<file path="src/rtl/alu_4bit_issue.sv">
// -----------------------------------------------------------------------------
// alu_4bit_issue
// Request-buffering issue stage that sits in front of the combinational
// alu_4bit. Requests (A, B, opcode) enter through a valid/ready handshake and
// wait in a small FIFO. The head entry drives the ALU. The ALU result, the
// head's opcode and a 3-bit sequence tag are captured in an output register,
// which is presented downstream through a second valid/ready handshake that
// supports full backpressure.
//
// Ports
//   clk         : clock, all state updates on the rising edge
//   rst_n       : asynchronous active-low reset
//   in_valid    : request present
//   in_ready    : FIFO can accept a request (count < DEPTH)
//   in_a, in_b  : 4-bit signed operands
//   in_op       : 3-bit ALU opcode
//   alu_a/b/op  : head entry, forced to 0 when the FIFO is empty
//   alu_en      : high only in an issue cycle
//   alu_result  : 8-bit result returned by the ALU
//   out_valid   : output register holds a result
//   out_ready   : consumer accepts the result
//   out_result  : captured ALU result
//   out_op      : opcode of the captured result
//   out_tag     : sequence tag of the captured result
//   count       : number of FIFO entries
// -----------------------------------------------------------------------------
module alu_4bit_issue #(
  parameter int DEPTH = 4
) (
  input  logic                       clk,
  input  logic                       rst_n,
  input  logic                       in_valid,
  output logic                       in_ready,
  input  logic [3:0]                 in_a,
  input  logic [3:0]                 in_b,
  input  logic [2:0]                 in_op,
  output logic [3:0]                 alu_a,
  output logic [3:0]                 alu_b,
  output logic [2:0]                 alu_op,
  output logic                       alu_en,
  input  logic [7:0]                 alu_result,
  output logic                       out_valid,
  input  logic                       out_ready,
  output logic [7:0]                 out_result,
  output logic [2:0]                 out_op,
  output logic [2:0]                 out_tag,
  output logic [$clog2(DEPTH):0]     count
);

  localparam int AW = $clog2(DEPTH);
  localparam logic [AW:0]   LP_FULL    = (AW+1)'(DEPTH);
  localparam logic [AW:0]   LP_CNT_ONE = (AW+1)'(1);
  localparam logic [AW-1:0] LP_PTR_ONE = AW'(1);

  // FIFO storage; holds data only, so it carries no reset.
  logic [3:0]    r_mem_a   [DEPTH];
  logic [3:0]    r_mem_b   [DEPTH];
  logic [2:0]    r_mem_op  [DEPTH];
  logic [2:0]    r_mem_tag [DEPTH];

  logic [AW-1:0] r_wr_ptr;
  logic [AW-1:0] r_rd_ptr;
  logic [AW:0]   r_count;
  logic [2:0]    r_tag_cnt;

  logic          r_out_valid;
  logic [7:0]    r_out_result;
  logic [2:0]    r_out_op;
  logic [2:0]    r_out_tag;

  logic          w_empty;
  logic          w_in_ready;
  logic          w_push;
  logic          w_issue;

  assign w_empty    = (r_count == '0);
  // No full-bypass: a pop in the same cycle does not open the input.
  assign w_in_ready = (r_count < LP_FULL);
  assign w_push     = in_valid && w_in_ready;
  // Issue only when the output register is free or is being drained now,
  // which keeps the presented result stable under backpressure.
  assign w_issue    = !w_empty && (!r_out_valid || out_ready);

  assign in_ready   = w_in_ready;
  assign alu_en     = w_issue;
  assign alu_a      = w_empty ? 4'd0 : r_mem_a[r_rd_ptr];
  assign alu_b      = w_empty ? 4'd0 : r_mem_b[r_rd_ptr];
  assign alu_op     = w_empty ? 3'd0 : r_mem_op[r_rd_ptr];

  assign out_valid  = r_out_valid;
  assign out_result = r_out_result;
  assign out_op     = r_out_op;
  assign out_tag    = r_out_tag;
  assign count      = r_count;

  always_ff @(posedge clk) begin
    if (w_push) begin
      r_mem_a[r_wr_ptr]   <= in_a;
      r_mem_b[r_wr_ptr]   <= in_b;
      r_mem_op[r_wr_ptr]  <= in_op;
      r_mem_tag[r_wr_ptr] <= r_tag_cnt;
    end
  end

  // Pointers wrap naturally because DEPTH is a power of two.
  always_ff @(posedge clk or negedge rst_n) begin
    if (!rst_n) begin
      r_wr_ptr  <= '0;
      r_rd_ptr  <= '0;
      r_count   <= '0;
      r_tag_cnt <= 3'd0;
    end else begin
      if (w_push) begin
        r_wr_ptr  <= r_wr_ptr + LP_PTR_ONE;
        r_tag_cnt <= r_tag_cnt + 3'd1;
      end
      if (w_issue) begin
        r_rd_ptr <= r_rd_ptr + LP_PTR_ONE;
      end
      case ({w_push, w_issue})
        2'b10:   r_count <= r_count + LP_CNT_ONE;
        2'b01:   r_count <= r_count - LP_CNT_ONE;
        default: r_count <= r_count;
      endcase
    end
  end

  // Output register: load on issue, otherwise clear valid once consumed.
  // Data fields are left untouched when valid drops.
  always_ff @(posedge clk or negedge rst_n) begin
    if (!rst_n) begin
      r_out_valid  <= 1'b0;
      r_out_result <= 8'h00;
      r_out_op     <= 3'b000;
      r_out_tag    <= 3'b000;
    end else if (w_issue) begin
      r_out_valid  <= 1'b1;
      r_out_result <= alu_result;
      r_out_op     <= r_mem_op[r_rd_ptr];
      r_out_tag    <= r_mem_tag[r_rd_ptr];
    end else if (r_out_valid && out_ready) begin
      r_out_valid  <= 1'b0;
    end
  end

endmodule

</file>
<file path="config.mk">
export PLATFORM = sky130hd
export DESIGN_NAME = alu_4bit_issue
export DESIGN_NICKNAME = d
export VERILOG_FILES = /design/src/rtl/alu_4bit_issue.sv
export SDC_FILE = /design/constraint.sdc
export NUM_CORES = 1
export LEC_CHECK = 0
export ABC_AREA = 1
export BUFFER_PORTS_ARGS = -buffer_cell sky130_fd_sc_hd__buf_2
export CORE_ASPECT_RATIO = 1.75
export CORE_MARGIN = 2
export CORE_UTILIZATION = 30
export DETAILED_ROUTE_END_ITERATION = 10
export GPL_ROUTABILITY_DRIVEN = 0
export PLACE_DENSITY = 0.56
export SYNTH_ARGS = -nofsm -noshare
export SYNTH_HDL_FRONTEND = slang
export SYNTH_SLANG_ARGS = --single-unit
</file>
<file path="constraint.sdc">
create_clock -name clk -period 1.6 [get_ports clk]
set_input_delay 0.08 -clock clk [delete_from_list [all_inputs] [get_ports clk]]
set_output_delay 0.08 -clock clk [all_outputs]
set_load 0.1 [all_outputs]
</file>
==> flow_metrics.tcl, run 1 <==
set metrics [dict create \
    r2r_setup_slack_ps -50 \
    die_area_sq_um 12400 \
    rsz0062_at_grt "true" \
    synthCells 329 \
    drv_slew 0 \
    ys_warn_count 0 \
    vias 2407 \
    hp-class "input port to flop" \
    grt_max_degree 30 \
    cts_sinks 81 \
    synth-compound-area-share_pct 2.06 \
    die_h_um 146 \
    required_ps 1820 \
    synthAdderAreaFrac_pct 2.75 \
    layout-drive-gt1-share_pct 32.6 \
    final_nets 448 \
    min_period_ps 1650 \
    path_clk_slew_ps 60 \
    syn_to_final_growth_pct 42.8 \
    dp_hpwl_um 4760 \
    wirelength_um 7300 \
    syn_area_sq_um 3460 \
    end_kind "flop" \
    initial_core_util_pct 31.0 \
    ant_nets 0 \
    antenna_found_initial 0 \
    wl_per_cell_um 13.2 \
    utilization_pct 44.3 \
    ys_ff_latch 81 \
    worst_pin_slew_ps 594 \
    synth_top_family_by_area "simple AND/OR/NAND/NOR gates" \
    violations "setup timing" \
    clk_latency_ps 330 \
    synthMuxAreaShare_pct 0 \
    cts_tree "yes" \
    synth_xor_area_share_pct 1.77 \
    holdPathStages 4 \
    critPathKind "flop to flop" \
    crit_path_start_kind "flop" \
    syn_nets 359 \
    htreeDepth 3 \
    avgSynthCellArea_sq_um 10.5 \
    ios 54 \
    clock_skew_ps 4.86 \
    grt_use_total_pct 12.3 \
    cts_made_buffers 9 \
    timing.rr.start "count[2]$_DFFE_PN0P_" \
    fin_crit_sh_pct 103 \
    setup_viol 10 \
    port_buffers 53 \
    grt_pass1_wl_um 11400 \
    worst_slack_ps -49.5 \
    rr_endpoint "count[2]$_DFFE_PN0P_" \
    rows 51 \
    hold_ws_ps 96.2 \
    r2r_cells 8 \
    antenna_cells 0 \
    ys_seq_area_share_pct 66.6 \
    hold_end "out_valid$_DFFE_PN0P_" \
    cp.arrival_ps 1870 \
    yosys.area_share.simple_pct 19.2 \
    drc 0 \
    status "finished, violations left" \
    fill_cells 999 \
    holdCritStartpoint "out_ready" \
    ctsLongestPathBuffers 2 \
    grt_overflow 0 \
    drt_iter0_drc 159 \
    fmax_mhz 606 \
    cts-root-buf "clkbuf_16" \
    routed_via_density 4.34 \
    hold_violations 0 \
    pre_cts_slack_ps -30.4 \
    grt_pass1_vias 2309 \
    die_w_um 85.2 \
    core_area_sq_um 11200 \
    crit_fanout 5 \
    cap_violations 0 \
    yosys.cell_types.count 21 \
    dr.pass1.iters 4 \
    slew_headroom_pct 60.4 \
]
-- through the flow --
stage | instance area, sq um | std cells | setup TNS [ps]
floorplan | 3630 | 329 | -26810
global placement | 4280 | 515 | 0
detailed placement | 4280 | 515 | -30.4
CTS | 4830 | 553 | -420
global route | 4940 | 555 | -949
finish | 4940 | 555 | -184
-- metal layers --
metal	track usage, %	up-vias	wire length, um
met5	0	-	0
li1	-	1215	-
met3	2.83	14	181
met2	22.2	45	4150
met4	6.90	0	243
met1	12.6	1133	2730
-- critical path, stage by stage, from the launching register on --
cell,delay [ps]
dfrtp_4,460
inv_12,50
a21oi_4,170
ha_4,160
inv_2,40
fa_2,350
nand2_2,70
nand3_2,70
xor2_1,160
-- layout make-up --
| cell class | instances | area (sq um) | share of cell area, % |
|---|---|---|---|
| clock inverters | 4 | 43.8 | 0.886 |
| multi-input cells | 190 | 1120 | 22.7 |
| well taps | 132 | 165 | 3.34 |
| clock buffers | 12 | 236 | 4.78 |
| inverters | 46 | 200 | 4.05 |
| flip-flops and latches | 81 | 2320 | 46.9 |
| repair buffers | 90 | 856 | 17.3 |
-- cell usage in the layout (no fill, tap or decap) --
cell           instances
nand2_1              116
edfxtp_1              56
buf_2                 41
inv_1                 39
dlygate4sd3_1         20
dfrtp_1               20
buf_12                17
nand2_2               13
nand3_2               12
nand3_1               12
buf_4                 11
a21oi_4                9
clkbuf_16              9
ha_1                   5
nor2_4                 4
nor2_1                 4
xnor2_1                4
inv_2                  3
xor2_1                 3
clkbuf_1               3
dfrtp_4                3
nand2_4                2
clkinv_2               2
dfrtp_2                2
inv_12                 1
inv_6                  1
inv_8                  1
inv_4                  1
nor2_2                 1
o21ai_2                1
o21ai_0                1
o21ai_1                1
fa_2                   1
ha_4                   1
clkinv_1               1
bufinv_16              1
buf_16                 1
-- kinds of logic after synthesis --
family,count (synthesis)
XOR/XNOR,7
AND/OR/NAND/NOR,164
AO/OA/AOI/OAI,12
adder cells (fa/ha/maj),7
buffers and inverters,58
flip-flops,81
-- cell usage after synthesis --
library cell | n | area (sq um)
o21ai_0 | 2 | 10.0
inv_1 | 41 | 154
a21oi_4 | 1 | 16.3
fa_1 | 1 | 20.0
inv_2 | 5 | 18.8
o21ai_1 | 1 | 5.00
nand2_2 | 2 | 12.5
buf_4 | 4 | 30.0
a21oi_1 | 8 | 40.0
nor2_1 | 8 | 30.0
nand2_1 | 128 | 480
dfrtp_1 | 25 | 626
nor2_4 | 1 | 11.3
ha_1 | 6 | 75.1
nand3_1 | 24 | 120
buf_2 | 5 | 25.0
xor2_1 | 3 | 26.3
buf_6 | 3 | 33.8
xnor2_1 | 4 | 35.0
edfxtp_1 | 56 | 1680
nand2_4 | 1 | 11.3
-- flip-flops by register name, summed over array words and instances, names as in the netlist, 3 cells and up --
| signal | flops |
|---|---|
| r_mem_b | 16 |
| out_result | 8 |
| out_op | 3 |
| r_mem_a | 16 |
| count | 3 |
| r_mem_op | 12 |
| out_tag | 3 |
| r_mem_tag | 12 |
| r_tag_cnt | 3 |
-- repair_timing --
action	CTS	global route
setup endpoints to repair	12	14
pin swaps	3	6
gates cloned	1	0
hold endpoints to repair	77	0
hold buffers	20	0
gates resized for setup	13	27
setup buffers	1	3
-- how the worst max path moves through the flow --
stage                                       start              endpoint  slack (ps)  depth (start not counted)
after floorplan              count[2]$_DFFE_PN0P_  count[2]$_DFFE_PN0P_        -540                          9
after global placement       count[2]$_DFFE_PN0P_  count[2]$_DFFE_PN0P_          30                          9
after detailed placement     count[2]$_DFFE_PN0P_  count[2]$_DFFE_PN0P_         -30                          9
after CTS                 r_rd_ptr[0]$_DFFE_PN0P_             alu_op[1]         -50                          6
after global routing         count[2]$_DFFE_PN0P_  count[2]$_DFFE_PN0P_        -110                          8
final                        count[2]$_DFFE_PN0P_  count[2]$_DFFE_PN0P_         -50                          8
Power of run 1 is not shown: default switching activity piles up to over one toggle a cycle in this logic, so the estimate is an artifact.
==> run 2, diff against run 1 <==
--- a/config.mk
+++ b/config.mk
@@ -9,10 +9,10 @@
 export BUFFER_PORTS_ARGS = -buffer_cell sky130_fd_sc_hd__buf_2
 export CORE_ASPECT_RATIO = 1.75
 export CORE_MARGIN = 2
-export CORE_UTILIZATION = 30
+export CORE_UTILIZATION = 40
 export DETAILED_ROUTE_END_ITERATION = 10
 export GPL_ROUTABILITY_DRIVEN = 0
-export PLACE_DENSITY = 0.56
+export PLACE_DENSITY = 0.63
 export SYNTH_ARGS = -nofsm -noshare
 export SYNTH_HDL_FRONTEND = slang
 export SYNTH_SLANG_ARGS = --single-unit
==> run 2 against run 1 <==
Routed wire length is 14% higher. Maximum frequency is 2.4% lower. Clock-buffer cell count is 3 higher. First-iteration DRC count is 14% lower. Global-route usage is 6.2 points higher. Sequential share of layout area is 2.1 points lower. Die area is 24% lower. Register-to-register slack worse by 30 ps. Critical endpoint is now alu_b[1]. Largest cell class unchanged. The run still ends with setup timing left.
==> flow_metrics.tcl, run 2 (same netlist as run 1, synthesis figures left out) <==
set metrics [dict create \
    top_regs "r_mem_a x16, r_mem_b x16" \
    place_inst 502 \
    end_kind "output pin" \
    slew_headroom_pct 59.9 \
    min_period_ps 1690 \
    pre_cts_slack_ps -45.4 \
    die_h_um 127 \
    path_clk_slew_ps 60 \
    critPathKind "flop to output pin" \
    final_nets 458 \
    worst_slack_ps -89.7 \
    routed_via_density 4.59 \
    port_buffers 53 \
    cap_violations 0 \
    drc 0 \
    setup_viol 12 \
    hold_end "out_valid$_DFFE_PN0P_" \
    rows 44 \
    layout-drive-gt1-share_pct 38.6 \
    holdPathStages 4 \
    dp_hpwl_um 5000 \
    clock_skew_ps 6.21 \
    final_cell_mix "nand2_1 (99), edfxtp_1 (56), buf_2 (41)" \
    cts_made_buffers 9 \
    grt_overflow 0 \
    ctsLongestPathBuffers 2 \
    ant_nets 0 \
    violations "setup timing" \
    cts_tree "yes" \
    wirelength_um 8300 \
    utilization_pct 61.8 \
    dr.pass1.iters 4 \
    syn_to_final_growth_pct 49.3 \
    cts_sinks 81 \
    rsz0062_at_grt "true" \
    place_area_sq_um 4270 \
    status "finished, violations left" \
    crit_path_start_kind "flop" \
    drv_slew 0 \
    die_area_sq_um 9440 \
    fmax_mhz 592 \
    antenna_cells 0 \
    rr_endpoint "count[2]$_DFFE_PN0P_" \
    die_w_um 74.3 \
    antenna_found_initial 0 \
    postLayoutCellArea_sq_um 5170 \
    grt_use_total_pct 18.4 \
    r2r_setup_slack_ps -80 \
    htreeDepth 3 \
    holdCritStartpoint "out_ready" \
    cp.arrival_ps 1610 \
    hp-class "input port to flop" \
    vias 2514 \
    initial_core_util_pct 41.4 \
    r2r_cells 8 \
    grt_max_degree 26 \
    wl_per_cell_um 15.1 \
    grt_pass1_vias 2550 \
    cts-root-buf "clkbuf_16" \
    core_area_sq_um 8370 \
    fin_crit_sh_pct 106 \
    worst_pin_slew_ps 602 \
    layout_commonest_cell "nand2_1" \
    grt_pass1_wl_um 12700 \
    hold_violations 0 \
    timing.rr.start "count[2]$_DFFE_PN0P_" \
    required_ps 1520 \
    ios 54 \
    finalNonFillerCells 548 \
    clk_latency_ps 340 \
    drt_iter0_drc 136 \
    crit_fanout 8 \
]
==> run 2: cell count changes in the layout (fill, tap and decap cells not counted), sizes merged <==
cell / delta
buf: +9
clkinv: -3
bufinv: -1
clkbuf: +4
clkinvlp: +1
==> run 2: cell type report <==
class | instances | area, sq um
sequential | 81 | 2320
clock buffer | 15 | 288
multi-input combinational | 190 | 1220
inverter | 46 | 193
fill | 674 | 3200
timing repair buffer | 100 | 998
clock inverter | 1 | 7.51
tap | 115 | 144
==> run 2: repair_timing <==
| item | in CTS | in global routing |
|---|---|---|
| pin swaps | 22 | 10 |
| gates resized for setup | 48 | 21 |
| setup buffers | 4 | 2 |
| hold buffers | 20 | 0 |
| endpoints found under the hold margin | 77 | 0 |
| cloned | 3 | 1 |
| endpoints found under the setup margin | 12 | 14 |
==> run 2: stage by stage <==
step	TNS, ps	hold WS (ps)
final	-698	109
after global routing	-1430	109
after CTS	-617	96.0
after detailed placement	-45.4	129
after global placement	0	115
after floorplan	-26810	-216
==> run 2: worst max path at each step <==
stage                                  startpoint                    to  slack (ps)
after floorplan              count[2]$_DFFE_PN0P_  count[2]$_DFFE_PN0P_        -540
after global placement       count[2]$_DFFE_PN0P_  count[2]$_DFFE_PN0P_          40
after detailed placement     count[2]$_DFFE_PN0P_  count[2]$_DFFE_PN0P_         -50
after CTS                 r_rd_ptr[0]$_DFFE_PN0P_              alu_b[3]         -60
after global routing         count[2]$_DFFE_PN0P_  count[2]$_DFFE_PN0P_        -150
final                     r_rd_ptr[0]$_DFFE_PN0P_              alu_b[1]         -90
==> run 2: metal layers <==
layer | global-route usage (%) | part of all wire, % | vias to the layer above
met5 | 0 | 0 | -
met4 | 7.67 | 2.2 | 0
met3 | 3.71 | 2.8 | 10
met2 | 33.6 | 58 | 53
met1 | 20.1 | 37 | 1217
li1 | - | - | 1234
==> run 2: critical path, stage by stage, from the launching register on <==
cell and delay (ps):
dfrtp_1 420, buf_6 160, buf_16 150, nand2_1 90, nand3_2 100, a21oi_4 160, buf_12 180
Power of run 2 is left out for the same reason.
